==> src/rtl/uart_tx_scheduler.sv <==
// Round-robin scheduler sharing one UART transmitter among NUM_REQ byte sources.
// Optional feature: define UART_SCHED_TAG_EN to send a tag byte {4'hA, grant_id} ahead of each data byte.

module uart_tx_scheduler #(
    parameter int  NUM_REQ      = 4,
    parameter int  BUSY_TIMEOUT = 16,
    localparam int IDW          = (NUM_REQ > 2) ? $clog2(NUM_REQ) : 1
) (
    input  logic                 clk,
    input  logic                 rst,
    input  logic [NUM_REQ-1:0]   req_valid,
    input  logic [NUM_REQ*8-1:0] req_data,
    output logic [NUM_REQ-1:0]   req_ready,
    output logic [7:0]           tx_data,
    output logic                 tx_en,
    input  logic                 tx_busy,
    output logic [IDW-1:0]       grant_id,
    output logic                 active,
    output logic                 timeout_err,
    input  logic                 err_clr
);

    localparam int CW = (BUSY_TIMEOUT > 2) ? $clog2(BUSY_TIMEOUT) : 1;
    // The counter holds cycles already waited; reaching this value means BUSY_TIMEOUT-1 cycles elapsed.
    localparam logic [CW-1:0] CNT_LAST = CW'(BUSY_TIMEOUT - 2);

    typedef enum logic [2:0] {
        ST_IDLE       = 3'd0,
        ST_LAUNCH     = 3'd1,
        ST_WAIT_BUSY  = 3'd2,
        ST_WAIT_DONE  = 3'd3
`ifdef UART_SCHED_TAG_EN
        ,
        ST_TAG_LAUNCH    = 3'd4,
        ST_TAG_WAIT_BUSY = 3'd5,
        ST_TAG_WAIT_DONE = 3'd6
`endif
    } state_t;

    state_t               state_q, state_d;
    logic [IDW-1:0]       ptr_q, ptr_d;
    logic [IDW-1:0]       grant_q, grant_d;
    logic [CW-1:0]        cnt_q, cnt_d;
    logic [7:0]           tx_data_q, tx_data_d;
    logic                 tx_en_q, tx_en_d;
    logic [NUM_REQ-1:0]   req_ready_q, req_ready_d;
    logic                 active_q, active_d;
    logic                 err_q, err_d;
`ifdef UART_SCHED_TAG_EN
    logic [7:0]           hold_q, hold_d;
`endif

    logic                 win_found_s;
    logic [IDW-1:0]       win_id_s;
    logic [7:0]           win_data_s;
    logic [NUM_REQ-1:0]   above_mask_s;
    logic [NUM_REQ-1:0]   cand_s;
    logic                 timeout_s;

    function automatic logic [IDW-1:0] lowest_idx(input logic [NUM_REQ-1:0] vec);
        logic [IDW-1:0] idx;
        idx = '0;
        for (int i = NUM_REQ - 1; i >= 0; i--) begin
            if (vec[i]) begin
                idx = IDW'(i);
            end else begin
                idx = idx;
            end
        end
        return idx;
    endfunction

    // Round-robin winner: lowest valid index above the pointer, else lowest valid index overall.
    always_comb begin
        for (int i = 0; i < NUM_REQ; i++) begin
            above_mask_s[i] = (IDW'(i) > ptr_q);
        end
        cand_s      = (|(req_valid & above_mask_s)) ? (req_valid & above_mask_s) : req_valid;
        win_found_s = |req_valid;
        win_id_s    = lowest_idx(cand_s);
        win_data_s  = req_data[{win_id_s, 3'b000} +: 8];
    end

    // Next-state and registered-output decode.
    always_comb begin
        state_d     = state_q;
        ptr_d       = ptr_q;
        grant_d     = grant_q;
        cnt_d       = cnt_q;
        tx_data_d   = tx_data_q;
        tx_en_d     = 1'b0;
        req_ready_d = '0;
        timeout_s   = 1'b0;
`ifdef UART_SCHED_TAG_EN
        hold_d      = hold_q;
`endif
        case (state_q)
            ST_IDLE: begin
                if (win_found_s && !tx_busy) begin
                    ptr_d   = win_id_s;
                    grant_d = win_id_s;
                    tx_en_d = 1'b1;
`ifdef UART_SCHED_TAG_EN
                    hold_d    = win_data_s;
                    tx_data_d = {4'hA, 4'(win_id_s)};
                    state_d   = ST_TAG_LAUNCH;
`else
                    tx_data_d             = win_data_s;
                    req_ready_d[win_id_s] = 1'b1;
                    state_d               = ST_LAUNCH;
`endif
                end else begin
                    state_d = ST_IDLE;
                end
            end
            ST_LAUNCH: begin
                cnt_d   = '0;
                state_d = ST_WAIT_BUSY;
            end
            ST_WAIT_BUSY: begin
                if (tx_busy) begin
                    state_d = ST_WAIT_DONE;
                end else if (cnt_q == CNT_LAST) begin
                    timeout_s = 1'b1;
                    state_d   = ST_IDLE;
                end else begin
                    cnt_d = cnt_q + CW'(1);
                end
            end
            ST_WAIT_DONE: begin
                if (!tx_busy) begin
                    state_d = ST_IDLE;
                end else begin
                    state_d = ST_WAIT_DONE;
                end
            end
`ifdef UART_SCHED_TAG_EN
            ST_TAG_LAUNCH: begin
                cnt_d   = '0;
                state_d = ST_TAG_WAIT_BUSY;
            end
            ST_TAG_WAIT_BUSY: begin
                if (tx_busy) begin
                    state_d = ST_TAG_WAIT_DONE;
                end else if (cnt_q == CNT_LAST) begin
                    timeout_s = 1'b1;
                    state_d   = ST_IDLE;
                end else begin
                    cnt_d = cnt_q + CW'(1);
                end
            end
            // Tag finished: launch the held data byte and acknowledge the requester now.
            ST_TAG_WAIT_DONE: begin
                if (!tx_busy) begin
                    tx_data_d            = hold_q;
                    tx_en_d              = 1'b1;
                    req_ready_d[grant_q] = 1'b1;
                    state_d              = ST_LAUNCH;
                end else begin
                    state_d = ST_TAG_WAIT_DONE;
                end
            end
`endif
            default: begin
                state_d = ST_IDLE;
            end
        endcase
        err_d    = timeout_s | (err_q & ~err_clr);
        active_d = (state_d != ST_IDLE);
    end

    // State and output registers with synchronous reset.
    always_ff @(posedge clk) begin
        if (rst) begin
            state_q     <= ST_IDLE;
            ptr_q       <= IDW'(NUM_REQ - 1);
            grant_q     <= '0;
            cnt_q       <= '0;
            tx_data_q   <= 8'h00;
            tx_en_q     <= 1'b0;
            req_ready_q <= '0;
            active_q    <= 1'b0;
            err_q       <= 1'b0;
`ifdef UART_SCHED_TAG_EN
            hold_q      <= 8'h00;
`endif
        end else begin
            state_q     <= state_d;
            ptr_q       <= ptr_d;
            grant_q     <= grant_d;
            cnt_q       <= cnt_d;
            tx_data_q   <= tx_data_d;
            tx_en_q     <= tx_en_d;
            req_ready_q <= req_ready_d;
            active_q    <= active_d;
            err_q       <= err_d;
`ifdef UART_SCHED_TAG_EN
            hold_q      <= hold_d;
`endif
        end
    end

    assign req_ready   = req_ready_q;
    assign tx_data     = tx_data_q;
    assign tx_en       = tx_en_q;
    assign grant_id    = grant_q;
    assign active      = active_q;
    assign timeout_err = err_q;

endmodule
==> config.mk <==
export PLATFORM = sky130hd
export DESIGN_NAME = uart_tx_scheduler
export DESIGN_NICKNAME = d
export VERILOG_FILES = /design/src/rtl/uart_tx_scheduler.sv
export SDC_FILE = /design/constraint.sdc
export NUM_CORES = 1
export LEC_CHECK = 0
export CAP_MARGIN = 20
export CORE_ASPECT_RATIO = 2
export CORE_MARGIN = 2
export CORE_UTILIZATION = 46
export CTS_BUF_LIST = sky130_fd_sc_hd__clkbuf_16
export DETAILED_ROUTE_END_ITERATION = 8
export DONT_BUFFER_PORTS = 1
export HOLD_SLACK_MARGIN = 0.1
export MAX_ROUTING_LAYER = met4
export PLACE_DENSITY = 0.67
export REMOVE_ABC_BUFFERS = 1
export SLEW_MARGIN = 40
export SYNTH_ARGS = -nofsm -noshare
export SYNTH_HDL_FRONTEND = slang
export SYNTH_SLANG_ARGS = --single-unit
==> constraint.sdc <==
create_clock -name clk -period 2.7 [get_ports clk]
set_clock_uncertainty 0.1 [all_clocks]
set_input_delay 0.54 -clock clk [delete_from_list [all_inputs] [get_ports clk]]
set_output_delay 0.54 -clock clk [all_outputs]
set_load 0.02 [all_outputs]
==> impl_metrics.py, run 1 <==
metrics = {
    "worst_setup_path": {
        "crit_path_end_kind": "flop",
        "critPathMaxFanout": 6,
        "path_cells": "inv_1 -> ha_1 -> a31oi_1 -> a2bb2oi_1 -> or3_1 -> a21oi_1",
        "max_stage_delay_ns": 0.37,
        "worst-endpoint-required_ns": 2.78,
        "worstSetupPathType": "flop to flop",
        "critPathLaunchType": "flop",
        "cp.arrival_ns": 2.00,
        "slowest_stage": "dfxtp_1",
    },
    "sta": {
        "final.min_clock_period_ns": 1.91,
        "whs_ns": 0.245,
        "fmax_mhz": 523,
        "slew_headroom": 0.506,
        "min_period_over_period": 0.708,
        "setup_viol": 0,
        "setup-tns-final_ns": 0,
        "hold_viol": 0,
        "rsz0062_at_grt": "false",
        "tightestPinTransition_ns": 0.741,
        "slew_violations": 0,
    },
    "synth": {
        "syn_avg_cell_area_um2": 8.52,
        "yosys_warnings": 0,
        "synthCells": 161,
        "synthTopCellsByArea": "dfxtp_1, a21oi_1, a311oi_1, a32oi_1, o21ai_0",
        "syn_area_um2": 1370,
        "yosysSeqAreaShare": 0.380,
        "synth_edf_count": 0,
        "ys_seq_elements": 26,
        "yosysTopAreaCell": "dfxtp_1",
        "synthFlopType": "dfxtp_1",
        "async_flop_share": 0,
        "yosysUniqueCellTypes": 38,
        "synth_top_area_frac": 0.380,
    },
    "global_routing": {
        "grt_max_degree": 19,
        "grt_overflow": 0,
        "antenna_found_initial": 0,
        "grt_pass1_wl_mm": 5.91,
        "track_usage": 0.227,
        "grt_pass1_vias": 1240,
    },
    "clock_tree": {
        "cts.repair.resized": 0,
        "htreeDepth": 1,
        "clkSlewWorstSetupHoldPaths_ns": 0.06,
        "cts_sinks": 26,
        "cts_buffers": 3,
        "clkLatencyLatePin_ns": 0.25,
        "hold_buffers": 0,
        "cts_root_buf": "clkbuf_16",
        "cts_tree": "yes",
        "cts_max_path_buffers": 2,
        "post_cts_buffers": 0,
    },
    "drt": {
        "antenna_left": 0,
        "drt-initial-drc-count": 64,
        "vias_per_cell": 6.76,
        "vias": 1230,
        "drc": 0,
        "drtPass1Iterations": 4,
        "drt_wl_total_mm": 3.55,
        "wl_per_cell_um": 19.5,
    },
    "die": {
        "die_h_um": 81.2,
        "ios": 57,
        "start_util": 0.472,
        "die_area_um2": 3460,
        "placementRows": 28,
        "core_area_um2": 2910,
        "die_x_um": 42.6,
    },
    "cells_and_area": {
        "seq_area_um2": 520,
        "final_cell_mix": "dfxtp_1, a21oi_1, o21ai_0",
        "layout-drive-gt1-share": 0.0658,
        "diodes": 0,
        "nFillCells": 286,
        "multi_input_area_um2": 761,
        "syn_to_final_growth_pct": 3.56,
        "fin_nets": 195,
        "stdcell_area_um2": 1420,
        "final_common_cell": "dfxtp_1",
    },
    "placement": {
        "io_buffers": 0,
        "dpl.hpwl_mm": 2.66,
        "postPlaceCellArea_um2": 1340,
        "place.gp.congestion": 0.816,
    },
    "hold_path": {
        "hold_class": "primary input to flop",
    },
    "power_and_ir_drop": {
        "cellPowerDensity_nw_per_um2": 597,
        "cellLeakagePower_nw": 0.487,
        "peakVddDrop_uv": 318,
    },
    "run": {
        "maxCapViolations": 0,
    },
    "status": {
        "status": "complete, no violations",
    },
}
==> final timing paths <==
check             depth (start not counted)  slack (ns)  startpoint           to
setup / recovery                          6        0.79    cnt_q[0]     cnt_q[3]
hold / removal                            1        0.24         rst  timeout_err
setup reg to reg                          6        0.79    cnt_q[0]     cnt_q[3]
hold reg to reg                           2        0.38    cnt_q[0]     cnt_q[0]
==> flip-flops by register name, summed over array words and instances, names as in the netlist <==
register	flops
cnt_q	4
timeout_err	1
tx_data	8
tx_en	1
ptr_q	2
active	1
state_q	3
req_ready	4
grant_id	2
==> stage by stage <==
step,utilization,power (mW),cells,setup WS (ns)
4_1_cts,0.488,0.854,182,0.796
6_report,0.488,0.848,182,0.789
3_5_place_dp,0.461,0.534,178,0.788
2_1_floorplan,-,0.510,147,0.751
3_3_place_gp,0.461,0.530,178,0.837
5_1_grt,0.488,0.891,182,0.656
==> cells in the mapped netlist (all sizes together) (3+ instances only) <==
master   n
a21oi   19
a311oi   8
a32oi    8
and2     9
and3     3
buf      9
clkbuf   5
dfxtp   26
inv      4
nand2    6
nand2b   6
nor2    13
o21ai   14
or3      4
==> where the power goes <==
group          total (mW)  switching, mW  leakage (nW)  internal (mW)
Clock               0.322          0.125        0.0385          0.198
Sequential          0.434         0.0335         0.212          0.401
Combinational      0.0909         0.0512         0.236         0.0397
Total               0.848          0.209         0.487          0.638
==> layer usage <==
layer,share of wire,vias to the layer above,global-route usage
met2,0.54,57,0.391
li1,-,576,-
met5,0,-,-
met3,0.075,6,0.0311
met1,0.37,591,0.265
met4,0.016,0,0.0813
==> worst max-delay path: cells and delay by family, from the launching register on <==
family / cells / cell delay (ns)
AO/OA/AOI/OAI: 3 / 0.71
flip-flops: 1 / 0.37
AND/OR/NAND/NOR: 1 / 0.37
adder cells (fa/ha/maj): 1 / 0.21
buffers and inverters: 1 / 0.08
==> cell type report <==
cell class,instances,area share
multi-input cells,117,0.536
flip-flops and latches,26,0.367
clock buffers,3,0.0529
well taps,30,0.0264
inverters,4,0.0106
repair buffers,1,0.00529
clock inverters,1,0.00264
==> kinds of logic after synthesis <==
group	synth area share
compound gates	0.310
fa+ha+maj	0.0182
other cells	0.00273
buf+inv	0.0657
flops	0.380
simple gates	0.224
Power figures use the tool's default switching activity.
==> run 2: changes to the inputs <==
--- a/config.mk
+++ b/config.mk
@@ -14,7 +14,7 @@
 export DONT_BUFFER_PORTS = 1
 export HOLD_SLACK_MARGIN = 0.1
 export MAX_ROUTING_LAYER = met4
-export PLACE_DENSITY = 0.67
+export PLACE_DENSITY = 0.69
 export REMOVE_ABC_BUFFERS = 1
 export SLEW_MARGIN = 40
 export SYNTH_ARGS = -nofsm -noshare
==> constraint.sdc (replaced) <==
create_clock -name clk -period 1.62 [get_ports clk]
set_clock_uncertainty 0.1 [all_clocks]
set_input_delay 0.324 -clock clk [delete_from_list [all_inputs] [get_ports clk]]
set_output_delay 0.324 -clock clk [all_outputs]
set_load 0.02 [all_outputs]
==> run 2 against run 1 <==
The run now ends with negative setup slack left. Critical path type unchanged. Sequential power rose by 67%. Power rose by 74%. Count of clock-buffer cells in the layout did not move. Non-clock buffer count rose by 15. Highest routed layer unchanged.
==> impl_metrics.py, run 2 (same netlist as run 1, synthesis figures left out) <==
metrics = {
    "status": {
        "status": "complete, but fails checks",
        "violations": "negative setup slack",
    },
    "die": {
        "start_util": 0.472,
        "die_h_um": 81.2,
        "core_area_um2": 2910,
        "placementRows": 28,
        "ios": 57,
        "die_x_um": 42.6,
        "die_area_um2": 3460,
    },
    "worst_setup_path": {
        "critPathLaunchType": "flop",
        "max_stage_delay_ns": 0.36,
        "cp.arrival_ns": 1.71,
        "cp.depth": 5,
        "worstSetupPathType": "flop to flop",
        "rr_endpoint": "tx_data[5]",
        "crit_path_end_kind": "flop",
        "rr_startpoint": "state_q[0]",
        "rr_worst_depth": 5,
        "slowest_stage": "dfxtp_4",
        "endpoint": "tx_data[5]",
        "critPathMaxFanout": 4,
        "startpoint": "state_q[0]",
        "path_delay_family": "compound AO/OA/AOI/OAI gates",
        "cp.buffers_inverters": 1,
        "worst-endpoint-required_ns": 1.69,
        "path_cells": "nor4_4 -> o41a_1 -> buf_4 -> nor2_1 -> a311oi_1",
        "ff2ff_setup_slack_ns": -0.02,
    },
    "placement": {
        "place.gp.congestion": 0.879,
        "io_buffers": 0,
        "pre_cts_ws_ns": -0.110,
        "postPlaceCellArea_um2": 1430,
        "dpl.hpwl_mm": 2.66,
    },
    "cells_and_area": {
        "final_cell_mix": "dfxtp_1, a21oi_1, o21ai_0, buf_4",
        "utilization": 0.559,
        "stdcell_area_um2": 1630,
        "final_common_cell": "dfxtp_1",
        "largest_reg_flops": 8,
        "nFillCells": 260,
        "fin_nets": 211,
        "seq_area_um2": 528,
        "syn_to_final_growth_pct": 18.5,
        "diodes": 0,
        "layout-drive-gt1-share": 0.250,
        "multi_input_area_um2": 833,
    },
    "sta": {
        "hold_viol": 0,
        "slew_violations": 0,
        "final.min_clock_period_ns": 1.64,
        "fmax_mhz": 610,
        "tightestPinTransition_ns": 0.696,
        "setup_viol": 1,
        "min_period_over_period": 1.01,
        "finalWorstSetupSlack_ns": -0.0181,
        "whs_ns": 0.111,
        "slew_headroom": 0.536,
        "rsz0062_at_grt": "true",
    },
    "global_routing": {
        "grt_use_met2": 0.409,
        "grt_pass1_wl_mm": 6.06,
        "grt_use_met1": 0.253,
        "track_usage": 0.228,
        "grt_max_degree": 19,
        "gr-usage-met3": 0.0400,
        "antenna_found_initial": 0,
        "grt_overflow": 0,
        "grt_pass1_vias": 1272,
        "busiest_layer": "met2",
    },
    "power_and_ir_drop": {
        "total_power_mw": 1.48,
        "cellPowerDensity_nw_per_um2": 908,
        "cellLeakagePower_nw": 0.589,
        "peakVddDrop_uv": 614,
    },
    "clock_tree": {
        "cts_tree": "yes",
        "cts_root_buf": "clkbuf_16",
        "cts_buffers": 3,
        "clkSlewWorstSetupHoldPaths_ns": 0.06,
        "cts_max_path_buffers": 2,
        "htreeDepth": 1,
        "cts_sinks": 26,
        "clkLatencyLatePin_ns": 0.26,
    },
    "drt": {
        "vias": 1305,
        "drt-initial-drc-count": 51,
        "drt_wl_total_mm": 3.85,
        "drtPass1Iterations": 4,
        "wl_per_cell_um": 19.4,
        "antenna_left": 0,
        "vias_per_cell": 6.59,
        "drc": 0,
    },
    "run": {
        "maxCapViolations": 0,
    },
    "hold_path": {
        "hold_class": "primary input to flop",
    },
}
-- run 2: cell count changes in the layout (fill, tap and decap cells not counted), sizes merged --
cell          delta
buf             +14
a221o            +1
dlymetal6s4s     +1
-- run 2: cell type report --
cell class              count  share of cell area
inverters                   4             0.00924
flip-flops and latches     26               0.325
multi-input cells         118               0.513
well taps                  30              0.0231
clock inverters             1             0.00231
repair buffers             16              0.0816
clock buffers               3              0.0462
-- run 2: timing repair --
item | 4_1_cts | 5_1_grt
cloned | 0 | 1
pin swaps | 0 | 13
hold buffers | 1 | 0
buffers inserted | 0 | 2
gates resized for setup | 2 | 22
endpoints found under the setup margin | 8 | 16
endpoints found under the hold margin | 16 | 0
-- run 2: metal layers --
layer / share of wire / up-vias
met4: 0.019 / 0
met1: 0.38 / 625
li1: - / 619
met3: 0.061 / 9
met5: 0 / -
met2: 0.54 / 52
-- run 2: metrics by stage --
stage | TNS (ns) | cells
2_1_floorplan | -0.265 | 147
3_3_place_gp | -0.0431 | 190
3_5_place_dp | -0.709 | 190
4_1_cts | 0 | 195
5_1_grt | -0.953 | 198
6_report | -0.0181 | 198
-- run 2: worst min-delay path by stage --
stage | startpoint | endpoint | slack (ns) | depth (start not counted)
after floorplan | rst | cnt_q[0] | 0.29 | 1
after global placement | rst | timeout_err | 0.30 | 1
after detailed placement | rst | cnt_q[1] | 0.30 | 1
after CTS | req_valid[1] | req_ready[1] | 0.11 | 1
after global routing | req_valid[3] | req_ready[3] | 0.12 | 1
final | req_valid[1] | req_ready[1] | 0.11 | 1
-- run 2: power breakdown --
group          internal, mW  switching, mW  total [mW]
Clock                 0.330          0.213       0.544
Combinational        0.0980          0.111       0.209
Sequential            0.668         0.0558       0.724
Total                  1.10          0.380        1.48
==> run 3: changes to the inputs <==
--- a/config.mk
+++ b/config.mk
@@ -8,13 +8,14 @@
 export CAP_MARGIN = 20
 export CORE_ASPECT_RATIO = 2
 export CORE_MARGIN = 2
-export CORE_UTILIZATION = 46
+export CORE_UTILIZATION = 50
 export CTS_BUF_LIST = sky130_fd_sc_hd__clkbuf_16
 export DETAILED_ROUTE_END_ITERATION = 8
 export DONT_BUFFER_PORTS = 1
 export HOLD_SLACK_MARGIN = 0.1
 export MAX_ROUTING_LAYER = met4
-export PLACE_DENSITY = 0.69
+export PLACE_DENSITY = 0.74
+export RECOVER_POWER = 50
 export REMOVE_ABC_BUFFERS = 1
 export SLEW_MARGIN = 40
 export SYNTH_ARGS = -nofsm -noshare
==> run 3 against run 2 <==
The run still ends with negative setup slack left. Fmax fell by 0.58%. Global-route usage rose by 2.6 points. Register-to-register slack barely moved. Final area rose by 0.54%. Power fell by 0.45%. Via count fell by 0.46%. Critical path type unchanged. Critical endpoint is now tx_data[6]. Largest cell class unchanged. Largest power group unchanged.
==> impl_metrics.py, run 3 (same netlist as run 1, synthesis figures left out) <==
metrics = {
    "worst_setup_path": {
        "rr_startpoint": "state_q[0]",
        "ff2ff_setup_slack_ns": -0.03,
        "startpoint": "state_q[0]",
        "crit_path_end_kind": "flop",
        "rr_worst_depth": 5,
        "worstSetupPathType": "flop to flop",
        "critPathLaunchType": "flop",
        "critPathMaxFanout": 8,
        "worst-endpoint-required_ns": 1.69,
        "cp.arrival_ns": 1.71,
        "rr_endpoint": "tx_data[6]",
        "endpoint": "tx_data[6]",
    },
    "sta": {
        "slew_violations": 0,
        "finalWorstSetupSlack_ns": -0.0276,
        "setup-tns-final_ns": -0.0684,
        "slew_headroom": 0.556,
        "rsz0062_at_grt": "true",
        "final.min_clock_period_ns": 1.65,
        "min_period_over_period": 1.02,
        "fmax_mhz": 607,
        "hold_viol": 0,
        "tightestPinTransition_ns": 0.664,
        "setup_viol": 4,
    },
    "cells_and_area": {
        "syn_to_final_growth_pct": 19.2,
        "final_cells": 198,
        "diodes": 0,
        "multi_input_area_um2": 826,
        "largest_reg_flops": 8,
        "layout-drive-gt1-share": 0.259,
        "nFillCells": 227,
        "final_common_cell": "dfxtp_1",
        "fin_nets": 213,
        "seq_area_um2": 527,
        "final_cell_mix": "dfxtp_1, buf_4, a21oi_1",
    },
    "global_routing": {
        "grt_pass1_wl_mm": 5.63,
        "track_usage": 0.254,
        "grt_max_degree": 19,
        "antenna_found_initial": 0,
        "grt_overflow": 0,
        "grt_pass1_vias": 1262,
    },
    "drt": {
        "drtPass1Iterations": 4,
        "wl_per_cell_um": 19.4,
        "vias": 1299,
        "drt_wl_total_mm": 3.85,
        "drt-initial-drc-count": 58,
        "vias_per_cell": 6.56,
        "drc": 0,
        "antenna_left": 0,
    },
    "clock_tree": {
        "clkLatencyLatePin_ns": 0.26,
        "cts_tree": "yes",
        "cts_max_path_buffers": 2,
        "cts_root_buf": "clkbuf_16",
        "clkSlewWorstSetupHoldPaths_ns": 0.06,
        "cts_buffers": 3,
        "cts_sinks": 26,
        "htreeDepth": 1,
    },
    "die": {
        "placementRows": 26,
        "ios": 57,
        "start_util": 0.534,
        "die_h_um": 78.1,
        "die_area_um2": 3200,
        "core_area_um2": 2570,
        "die_x_um": 41.0,
    },
    "placement": {
        "place.gp.congestion": 0.846,
        "io_buffers": 0,
        "placedCellCount": 189,
        "dpl.hpwl_mm": 2.67,
    },
    "power_and_ir_drop": {
        "cellLeakagePower_nw": 0.585,
        "cellPowerDensity_nw_per_um2": 899,
        "peakVddDrop_uv": 589,
    },
    "run": {
        "maxCapViolations": 0,
    },
    "hold_path": {
        "holdCritStartpoint": "tx_busy",
        "hold_class": "primary input to flop",
    },
    "status": {
        "status": "complete, but fails checks",
        "violations": "negative setup slack",
    },
}
## run 3: changes by cell type in the layout (fill, tap and decap cells not counted), sizes merged
cell / before / now
dlygate4sd3: 0 / 1
buf: 15 / 18
a221o: 2 / 1
dlymetal6s4s: 1 / 0
## run 3: timing repair
action	in CTS	in global routing
setup buffers	0	4
hold buffers	1	0
pin swaps	0	12
endpoints found under the setup margin	8	16
endpoints found under the hold margin	16	0
resized for setup	3	19
## run 3: stage by stage
stage / hold WS (ns) / area (um^2) / util / setup WS, ns / power, mW
final: 0.117 / 1630 / 0.636 / -0.0276 / 1.47
after global routing: 0.125 / 1630 / 0.636 / -0.112 / 1.53
after CTS: 0.121 / 1530 / 0.597 / 0.00901 / 1.45
after detailed placement: 0.298 / 1440 / 0.559 / -0.0747 / 0.906
after global placement: 0.297 / 1440 / 0.559 / 0.0120 / 0.898
after floorplan: 0.293 / 1300 / - / -0.113 / 0.849
## run 3: cell type report
cell class              instances  share of cell area
multi-input cells             117               0.505
flip-flops and latches         26               0.322
well taps                      28              0.0214
clock buffers                   3              0.0459
inverters                       4             0.00919
repair buffers                 19              0.0934
clock inverters                 1             0.00230
## run 3: how the worst min path moves through the flow
stage	endpoint	slack (ns)	cells after the start
2_1_floorplan	cnt_q[0]	0.29	1
3_3_place_gp	timeout_err	0.30	1
3_5_place_dp	timeout_err	0.30	1
4_1_cts	state_q[0]	0.12	2
5_1_grt	req_ready[1]	0.12	1
6_report	state_q[0]	0.12	2
## run 3: layer usage
metal  part of all wire  vias up  wire length [um]  track usage
li1                   -      612                 -            -
met4              0.016        0                62       0.0867
met5                  0        -                 0            -
met2               0.57       62              2180        0.431
met1               0.33      619              1290        0.270
met3              0.082        6               314       0.0508
## run 3: power breakdown
part / internal, mW / leakage, nW / switching, mW / total, mW
Sequential: 0.668 / 0.212 / 0.0554 / 0.723
Clock: 0.330 / 0.0385 / 0.212 / 0.542
Combinational: 0.0961 / 0.334 / 0.109 / 0.205
Total: 1.09 / 0.585 / 0.376 / 1.47
## run 3: worst max-delay path, stage by stage, from the launching register on
cell and delay, ns:
dfxtp_4 0.37, nor4_4 0.39, o41a_1 0.27, buf_6 0.16, nor2_1 0.05, a311oi_1 0.23
